### src/rtl/wbuffer_fill_ctrl_if.sv
// Bundle of the fill controller's command, memory read and wbuffer strobe signals.
// master = the fill controller, slave = the environment (memories, wbuffer, sequencer).
interface wbuffer_fill_ctrl_if #(
  parameter int ADDR_W = 16
);
  logic              start;
  logic              step;
  logic              sram_rd_req;
  logic [ADDR_W-1:0] sram_addr;
  logic              sram_rd_valid;
  logic              sdram_rd_req;
  logic [ADDR_W-1:0] sdram_addr;
  logic              sdram_rd_valid;
  logic              enable_CU;
  logic [2:0]        mode;
  logic              win_valid;
  logic              exhausted;
  logic              done;

  modport master (
    input  start, step, sram_rd_valid, sdram_rd_valid,
    output sram_rd_req, sram_addr, sdram_rd_req, sdram_addr,
    output enable_CU, mode, win_valid, exhausted, done
  );

  modport slave (
    output start, step, sram_rd_valid, sdram_rd_valid,
    input  sram_rd_req, sram_addr, sdram_rd_req, sdram_addr,
    input  enable_CU, mode, win_valid, exhausted, done
  );
endinterface

### src/rtl/wbuffer_fill_ctrl.sv
// Fetches a two-deep window from SRAM (w_1/w_2) and SDRAM (w_3/w_4) and strobes wbuffer
// with the load/shift opcodes as each word returns.
module wbuffer_fill_ctrl #(
  parameter int                ADDR_W     = 16,
  parameter logic [ADDR_W-1:0] SRAM_BASE  = '0,
  parameter logic [ADDR_W-1:0] SDRAM_BASE = '0,
  parameter int                NUM_WORDS  = 16
) (
  input  logic                 clk,
  input  logic                 nrst,
  wbuffer_fill_ctrl_if.master  bus
);

  typedef enum logic [3:0] {
    S_IDLE, S_F1, S_F2, S_F3, S_F4, S_READY, S_SH, S_L2, S_L4, S_DONE
  } state_t;

  localparam logic [ADDR_W-1:0] NUM_W = ADDR_W'(NUM_WORDS);
  localparam logic [ADDR_W-1:0] ONE   = ADDR_W'(1);

  state_t            state_q;
  state_t            nextState;
  logic [ADDR_W-1:0] sramCnt_q;
  logic [ADDR_W-1:0] sdramCnt_q;
  logic              sramReq_q;
  logic              sdramReq_q;
  logic              winValid_q;
  logic              done_q;
  logic              isSram;
  logic              isSdram;
  logic [2:0]        opcode;
  logic              sramHs;
  logic              sdramHs;
  logic              exhausted;

  // Which stream each fetch state reads, the opcode it issues and where it goes next.
  always_comb begin
    isSram    = 1'b0;
    isSdram   = 1'b0;
    opcode    = 3'b000;
    nextState = state_q;
    case (state_q)
      S_F1:    begin isSram  = 1'b1; opcode = 3'b001; nextState = S_F2;    end
      S_F2:    begin isSram  = 1'b1; opcode = 3'b010; nextState = S_F3;    end
      S_L2:    begin isSram  = 1'b1; opcode = 3'b010; nextState = S_L4;    end
      S_F3:    begin isSdram = 1'b1; opcode = 3'b011; nextState = S_F4;    end
      S_F4:    begin isSdram = 1'b1; opcode = 3'b100; nextState = S_READY; end
      S_L4:    begin isSdram = 1'b1; opcode = 3'b100; nextState = S_READY; end
      default: ;
    endcase
  end

  // A valid only counts on the selected port while its request is actually up.
  assign sramHs    = isSram  & sramReq_q  & bus.sram_rd_valid;
  assign sdramHs   = isSdram & sdramReq_q & bus.sdram_rd_valid;
  assign exhausted = (sramCnt_q == NUM_W) && (sdramCnt_q == NUM_W);

  assign bus.sram_rd_req  = sramReq_q;
  assign bus.sdram_rd_req = sdramReq_q;
  assign bus.sram_addr    = SRAM_BASE + sramCnt_q;
  assign bus.sdram_addr   = SDRAM_BASE + sdramCnt_q;
  assign bus.enable_CU    = sramHs | sdramHs | (state_q == S_SH);
  assign bus.mode         = (state_q == S_SH) ? 3'b101 :
                            ((sramHs | sdramHs) ? opcode : 3'b000);
  assign bus.win_valid    = winValid_q;
  assign bus.exhausted    = exhausted;
  assign bus.done         = done_q;

  // Requests drop on the capture edge and are re-raised one cycle later by the next
  // fetch state, which gives the mandatory idle cycle between requests.
  always_ff @(posedge clk) begin
    if (!nrst) begin
      state_q    <= S_IDLE;
      sramCnt_q  <= '0;
      sdramCnt_q <= '0;
      sramReq_q  <= 1'b0;
      sdramReq_q <= 1'b0;
      winValid_q <= 1'b0;
      done_q     <= 1'b0;
    end else begin
      done_q <= 1'b0;
      case (state_q)
        S_IDLE: begin
          if (bus.start) begin
            state_q    <= S_F1;
            sramReq_q  <= 1'b1;
            sramCnt_q  <= '0;
            sdramCnt_q <= '0;
          end
        end
        S_F1, S_F2, S_L2: begin
          if (sramHs) begin
            sramReq_q <= 1'b0;
            sramCnt_q <= sramCnt_q + ONE;
            state_q   <= nextState;
          end else begin
            sramReq_q <= 1'b1;
          end
        end
        S_F3, S_F4, S_L4: begin
          if (sdramHs) begin
            sdramReq_q <= 1'b0;
            sdramCnt_q <= sdramCnt_q + ONE;
            state_q    <= nextState;
            winValid_q <= (nextState == S_READY);
          end else begin
            sdramReq_q <= 1'b1;
          end
        end
        S_READY: begin
          if (bus.step) begin
            winValid_q <= 1'b0;
            if (exhausted) begin
              state_q <= S_DONE;
              done_q  <= 1'b1;
            end else begin
              state_q <= S_SH;
            end
          end
        end
        S_SH: state_q <= S_L2;
        S_DONE: begin
          state_q    <= S_IDLE;
          sramCnt_q  <= '0;
          sdramCnt_q <= '0;
        end
        default: state_q <= S_IDLE;
      endcase
    end
  end

endmodule

### src/flat_wrapper.sv
// flat-port wrapper written by rule: the top's interface ports become plain ports
module wbuffer_fill_ctrl_flat 
#(
  parameter int                ADDR_W     = 16,
  parameter logic [ADDR_W-1:0] SRAM_BASE  = '0,
  parameter logic [ADDR_W-1:0] SDRAM_BASE = '0,
  parameter int                NUM_WORDS  = 16
)
  (clk, nrst, bus_start, bus_step, bus_sram_rd_valid, bus_sdram_rd_valid, bus_sram_rd_req, bus_sram_addr, bus_sdram_rd_req, bus_sdram_addr, bus_enable_CU, bus_mode, bus_win_valid, bus_exhausted, bus_done);
  wbuffer_fill_ctrl_if #(.ADDR_W(ADDR_W)) bus_i ();
  input  logic clk;
  input  logic nrst;
  input wire logic [$bits(bus_i.start)-1:0] bus_start;
  input wire logic [$bits(bus_i.step)-1:0] bus_step;
  input wire logic [$bits(bus_i.sram_rd_valid)-1:0] bus_sram_rd_valid;
  input wire logic [$bits(bus_i.sdram_rd_valid)-1:0] bus_sdram_rd_valid;
  output wire logic [$bits(bus_i.sram_rd_req)-1:0] bus_sram_rd_req;
  output wire logic [$bits(bus_i.sram_addr)-1:0] bus_sram_addr;
  output wire logic [$bits(bus_i.sdram_rd_req)-1:0] bus_sdram_rd_req;
  output wire logic [$bits(bus_i.sdram_addr)-1:0] bus_sdram_addr;
  output wire logic [$bits(bus_i.enable_CU)-1:0] bus_enable_CU;
  output wire logic [$bits(bus_i.mode)-1:0] bus_mode;
  output wire logic [$bits(bus_i.win_valid)-1:0] bus_win_valid;
  output wire logic [$bits(bus_i.exhausted)-1:0] bus_exhausted;
  output wire logic [$bits(bus_i.done)-1:0] bus_done;
  assign bus_i.start = bus_start;
  assign bus_i.step = bus_step;
  assign bus_i.sram_rd_valid = bus_sram_rd_valid;
  assign bus_i.sdram_rd_valid = bus_sdram_rd_valid;
  assign bus_sram_rd_req = bus_i.sram_rd_req;
  assign bus_sram_addr = bus_i.sram_addr;
  assign bus_sdram_rd_req = bus_i.sdram_rd_req;
  assign bus_sdram_addr = bus_i.sdram_addr;
  assign bus_enable_CU = bus_i.enable_CU;
  assign bus_mode = bus_i.mode;
  assign bus_win_valid = bus_i.win_valid;
  assign bus_exhausted = bus_i.exhausted;
  assign bus_done = bus_i.done;
  wbuffer_fill_ctrl #(.ADDR_W(ADDR_W), .SRAM_BASE(SRAM_BASE), .SDRAM_BASE(SDRAM_BASE), .NUM_WORDS(NUM_WORDS)) u_core (.clk(clk), .nrst(nrst), .bus(bus_i));
endmodule
### config.mk
export PLATFORM = sky130hd
export DESIGN_NAME = wbuffer_fill_ctrl_flat
export DESIGN_NICKNAME = d
export VERILOG_FILES = /design/src/rtl/wbuffer_fill_ctrl_if.sv /design/src/rtl/wbuffer_fill_ctrl.sv /design/src/flat_wrapper.sv
export SDC_FILE = /design/constraint.sdc
export NUM_CORES = 1
export LEC_CHECK = 0
export BUFFER_PORTS_ARGS = -buffer_cell sky130_fd_sc_hd__buf_2
export CAP_MARGIN = 30
export CORE_MARGIN = 10
export CORE_UTILIZATION = 59
export DETAILED_ROUTE_END_ITERATION = 8
export GPL_TIMING_DRIVEN = 0
export HOLD_SLACK_MARGIN = 0.06
export PLACE_DENSITY_LB_ADDON = 0.2
export RECOVER_POWER = 100
export SLEW_MARGIN = 10
export SYNTH_ARGS = -nofsm -noshare
export SYNTH_HDL_FRONTEND = slang
export SYNTH_SLANG_ARGS = --single-unit
### constraint.sdc
create_clock -name clk -period 4.8 [get_ports clk]
set_input_delay 0.48 -clock clk [delete_from_list [all_inputs] [get_ports clk]]
set_output_delay 0.48 -clock clk [all_outputs]
set_load 0.01 [all_outputs]
Yosys cells after proc, flatten, opt, wreduce, memory -nomap -nowiden

Cells that the tools add are included.

Output and inout bits: 41
Logic and storage cells: 72
Input port bits: 6
Register bits after elaboration: 40

Eq/ne operators: 16
Bitwise logic cells: 6
Add/sub/neg operators: 2
Muxes and demuxes: 25
Reduce and logical (&&, ||, !) cells: 16

Operators by type and width:

| cell                                                 | count |
|---|---|
| one-hot mux 16 bit (3 select lines)                  | 2 |
| 2-to-1 mux 16 bit                                    | 3 |
| one-hot mux 4 bit (5 select lines)                   | 2 |
| adder 16 x 1 -> 16 bit, second input constant        | 2 |
| equality test 16 x 5 -> 1 bit, second input constant | 2 |
| equality test 4 x 3 -> 1 bit, second input constant  | 5 |
| 2-to-1 mux 4 bit                                     | 5 |
| one-hot mux 3 bit (4 select lines)                   | 1 |
| AND reduction 3 bit                                  | 4 |
| equality test 4 x 2 -> 1 bit, second input constant  | 2 |
| equality test 4 bit, second input constant           | 2 |
| 2-to-1 mux 1 bit                                     | 8 |
| 2-to-1 mux 3 bit                                     | 2 |
| nonzero test 3 bit                                   | 2 |
| OR reduction 3 bit                                   | 2 |
| AND 1 bit                                            | 4 |
| equality test 4 x 1 -> 1 bit, second input constant  | 1 |
| zero test 4 bit                                      | 1 |
| != test 2 x 1 -> 1 bit, second input constant        | 2 |
| != test 2 bit, second input constant                 | 2 |
| one-hot mux 1 bit (2 select lines)                   | 2 |
| AND reduction 4 bit                                  | 1 |
| nonzero test 2 bit                                   | 2 |
| OR reduction 2 bit                                   | 2 |
| 3 further kinds                                      | 4 |

Depth between registers and ports, before layout

Depth in word-level cells: 8
Depth in mapped cells: 8
Depth with buffers taken out: 7

Least setup slack after synthesis

No wires, ideal clock.

Path type: reg-to-output
Start point: register u_core.state_q[3]
End point: output port bus_mode[0]
Arrival time: 1.856 ns
Required time: 4.320 ns
Path buffers: 1
Stages on the path, launching flop included: 7
Setup slack: 2.464 ns
Cells stage by stage: dfxtp_1 -> buf_4 -> or3b_1 -> a21oi_2 -> o211ai_1 -> and2_4 -> o41ai_1

Cells in the longest elaborated chain, start to end: 8
Elaborated cells between the ends (all ways): 21
Classes of those cells: 7 x eq/ne; 5 x mux; 5 x bitwise; 4 x reduce/logical

RTL lines:

| item                                                 | line                                             | RTL |
|---|---|---|
| start: declaration                                   | wbuffer_fill_ctrl.sv:21                          | `state_t state_q;` |
| start signal: assignment                             | wbuffer_fill_ctrl.sv:95                          | `state_q <= nextState;` |
| start signal: assignment                             | wbuffer_fill_ctrl.sv:104                         | `state_q <= nextState;` |
| equality test 4 x 1 -> 1 bit (tied with other cells) | wbuffer_fill_ctrl.sv:42                          | `case (state_q)` |
| OR reduction 3 bit (no line)                         | n/a                                              |  |
| 2-to-1 mux 1 bit                                     | wbuffer_fill_ctrl.sv:42                          |  |
| AND 1 bit, on equally long branches (2 in a row)     | wbuffer_fill_ctrl.sv:54, wbuffer_fill_ctrl.sv:55 |  |
| OR 1 bit                                             | wbuffer_fill_ctrl.sv:64                          | `((sramHs \| sdramHs) ? opcode : 3'b000);` |
| 2-to-1 mux 3 bit                                     | wbuffer_fill_ctrl.sv:64                          |  |
| 2-to-1 mux 3 bit (*)                                 | wbuffer_fill_ctrl.sv:63                          | `assign bus.mode = (state_q == S_SH) ? 3'b101 :` |
| end: declaration                                     | flat_wrapper.sv:22                               | `output wire logic [$bits(bus_i.mode)-1:0] bus_mode;` |

Mark *: on every way between the ends. The rest lies on a longest branch, timed or not.

Worst setup path after layout

Start point: register u_core.state_q[2]
End point: register u_core.sdramCnt_q[14]

Cells in the longest elaborated chain, start to end: 7
Elaborated cells between the ends (all ways): 14
Classes of those cells: 6 x eq/ne; 2 x mux; 2 x bitwise; 4 x reduce/logical

RTL lines:

| item                                                 | line                                             | RTL |
|---|---|---|
| equality test 4 x 2 -> 1 bit (tied with other cells) | wbuffer_fill_ctrl.sv:42, wbuffer_fill_ctrl.sv:82 |  |
| OR reduction 3 bit (no line)                         | n/a                                              |  |
| 2-to-1 mux 1 bit                                     | wbuffer_fill_ctrl.sv:42                          |  |
| AND 1 bit (2 in a row)                               | wbuffer_fill_ctrl.sv:55                          | `assign sdramHs = isSdram & sdramReq_q & bus.sdram_rd_valid;` |
| != test 2 x 1 -> 1 bit (no line)                     | n/a                                              |  |
| AND reduction 3 bit (no line)                        | n/a                                              |  |
| end signal: assignment                               | wbuffer_fill_ctrl.sv:103                         | `sdramCnt_q <= sdramCnt_q + ONE;` |
| end: declaration                                     | wbuffer_fill_ctrl.sv:24                          | `logic [ADDR_W-1:0] sdramCnt_q;` |

Parallel ways exist; a longest one is shown, timed or not.
A chain may end at the register's enable or synchronous reset.

==> results.toml <==
[clock_network]
cts_max_level = 2
post_cts_resize_count = 0
root_buffer = "clkbuf_8"
clk_latency_ns = 0.29
cts_hold_buf = 0
cts.path.max_buffers = 2
cts_setup_buffers = 0
clkTransAtPathRegs_ns = 0.07
cts_made_buffers = 5
clock-sinks = 40
cts_tree = "done"

[timing]
slew_viol_final = 0
setup_violations = 0
tns_ns = 0
relSlewSlack_pct = 27.8
fin_crit_sh_pct = 72.8
fin_ws_ns = 1.30
worst_pin_slew_ns = 1.07
rsz0062_at_grt = "false"
finalCriticalPeriod_ns = 3.50
fin_worst_skew_ns = 0.00239
timing.hold.ws_ns = 0.467
fmax_mhz = 286
hold_viol_final = 0

[floorplanning]
num_rows = 22
die_h_um = 82.7
die_x_um = 82.7
core-area_mm2 = 0.00374
die_area_mm2 = 0.00684
initial_core_util_pct = 62.0
io_pins = 47

[worst_setup_path]
worstPathCellList = "clkbuf_1, nand3b_1, o22ai_1, nor2_1, o21ai_0, clkbuf_1, a21oi_1"
critPathMaxStageDelay_ns = 0.91
critPathTopFamily = "compound AO/OA/AOI/OAI gates"
crit_type = "flip-flop to flip-flop"
crit_fanout = 10
critPathRequiredTime_ns = 4.96
cp_slowest_cell = "o21ai_0"
end_kind = "flip-flop"
worst_ep_arrival_time_ns = 3.66
cpMostUsedCell = "clkbuf_1"
crit_buf_inv = 2
cp-start-kind = "flip-flop"

[logic_synthesis]
synth_seq_area_share_pct = 34.5
synth-edff-count = 0
yosysMostFrequentCell = "dfxtp_1"
ys_types = 61
synth_area_mm2 = 0.00232
yosys-top-cells-count = "dfxtp_1 (40), a21oi_1 (25), nor2_1 (22)"
synth-warning-count = 0
async_reset_ff_share_pct = 0
netlist_instances = 281
synth.top_cell.area_share_pct = 34.5
synth_flop_cell = "dfxtp_1"
ys_ff_latch = 40
yosys.area.top_type = "dfxtp_1"
ys_top_cells_by_area = "dfxtp_1 (35%), a21oi_1 (5.4%), or3_1 (5.1%)"
syn_nets = 291
avgSynthCellArea_um2 = 8.26

[run_status]
status = "completed"

[placement]
portBuffers = 45
dp.cells = 374
dp_hpwl_um = 4640
pre_cts_ws_ns = 2.33
place_area_mm2 = 0.00261
place.gp.congestion = 0.970

[routing]
wl_per_cell_um = 16.3
drt_first_pass_iters = 4
finalWirelength_um = 6200
drc_errors = 0
viasPerCell = 6.13
ant_nets = 0
vias = 2337
drt_first_iter_violations = 222

[cells_and_area]
nets = 343
diodes = 0
syn_to_final_growth_pct = 11.6
final_cells = 381
fin_area_mm2 = 0.00259
n_fill_cell = 361
drive_above_1_share_pct = 8.11

[global_route]
track_usage_pct = 18.5
antenna_found_initial = 0
grt-ovfl-total = 0
grt_pass1_vias = 2105
grt_max_degree = 12
grt_pass1_wl_um = 10000

[hold_path]
hp-class = "input port to flip-flop"

[power]
power_density_mw_per_mm2 = 346
p_leak_nw = 0.814
ir_drop_v = 0.000213

[flow_run]
drv_cap = 0
## state kept, by name, indices dropped and copies added (netlist names)
register / cells
u_core.bus.sdram_rd_req: 1
u_core.sdramCnt_q: 16
u_core.bus.sram_rd_req: 1
u_core.sramCnt_q: 16
u_core.state_q: 4
u_core.bus.done: 1
u_core.bus.win_valid: 1
## stage by stage
step                utilization (%)  total power, W
floorplan                         -        0.000638
global placement               69.6        0.000721
detailed placement             69.6        0.000722
CTS                            71.7        0.000934
global route                   69.2        0.000949
finish                         69.2        0.000896
## cell families after synthesis
logic type,after synthesis,share of synthesized area (%)
AO/OA/AOI/OAI,81,24.8
buffers and inverters,28,5.61
adder cells (fa/ha/maj),4,2.16
flip-flops,40,34.5
AND/OR/NAND/NOR,117,28.7
multiplexers,1,0.431
XOR/XNOR,10,3.77
## power by group
group / internal [W] / leakage, nW / switching (W) / total, W
combinational: 0.000108 / 0.450 / 0.000211 / 0.000320
clock: 0.0000988 / 0.0410 / 0.000112 / 0.000211
sequential: 0.000347 / 0.323 / 0.0000182 / 0.000365
## per-layer routing
metal | GRT usage, % | routed length (um) | part of all wire (%) | up-vias
li1 | - | - | - | 1155
met1 | 23.1 | 2700 | 44 | 1101
met2 | 29.9 | 2890 | 47 | 67
met3 | 4.64 | 459 | 7.4 | 14
met4 | 7.19 | 141 | 2.3 | 0
met5 | 0 | 0 | 0 | -
## worst register-to-register path, stage by stage (launching register included)
cell,delay [ns]
dfxtp_1,0.32
clkbuf_1,0.41
nand3b_1,0.23
o22ai_1,0.63
nor2_1,0.31
o21ai_0,0.92
clkbuf_1,0.47
a21oi_1,0.08
## layout by cell type, fill, tap and decap left out, types with 3 or more instances in the layout
cell      instances
dfxtp_1          40
or3_1            19
nand4_1          14
buf_2             7
a22o_1            4
nor3_1            5
nor2_1           23
ha_1              4
a21oi_1          26
or4_1             3
o211ai_1          5
nand2_1          14
clkbuf_1         48
inv_1            16
nand3_1          10
clkbuf_8          5
nor4_1            4
o21ai_0          20
nand3_2           4
xnor2_1           4
o22ai_1           3
xor2_1            6
buf_4             3
## layout make-up
| class | count | area, um^2 | share of cell area [%] |
|---|---|---|---|
| Tap cell | 48 | 60.1 | 2.32 |
| Sequential cell | 40 | 801 | 30.9 |
| Timing Repair Buffer | 45 | 174 | 6.71 |
| Inverter | 16 | 60.1 | 2.32 |
| Multi-Input combinational cell | 213 | 1360 | 52.4 |
| Clock inverter | 1 | 5.00 | 0.193 |
| Clock buffer | 6 | 72.6 | 2.80 |
| Buffer | 12 | 60.1 | 2.32 |
## final timing paths
check	start	endpoint	slack, ns	cells past startpoint
setup / recovery	u_core.state_q[2]	u_core.sdramCnt_q[14]	1.30	7
hold / removal	bus_step	u_core.bus.done	0.47	2
setup reg to reg	u_core.state_q[2]	u_core.sdramCnt_q[14]	1.30	7
hold reg to reg	u_core.sramCnt_q[0]	u_core.sramCnt_q[0]	0.51	2
Power figures use the tool's default switching activity.
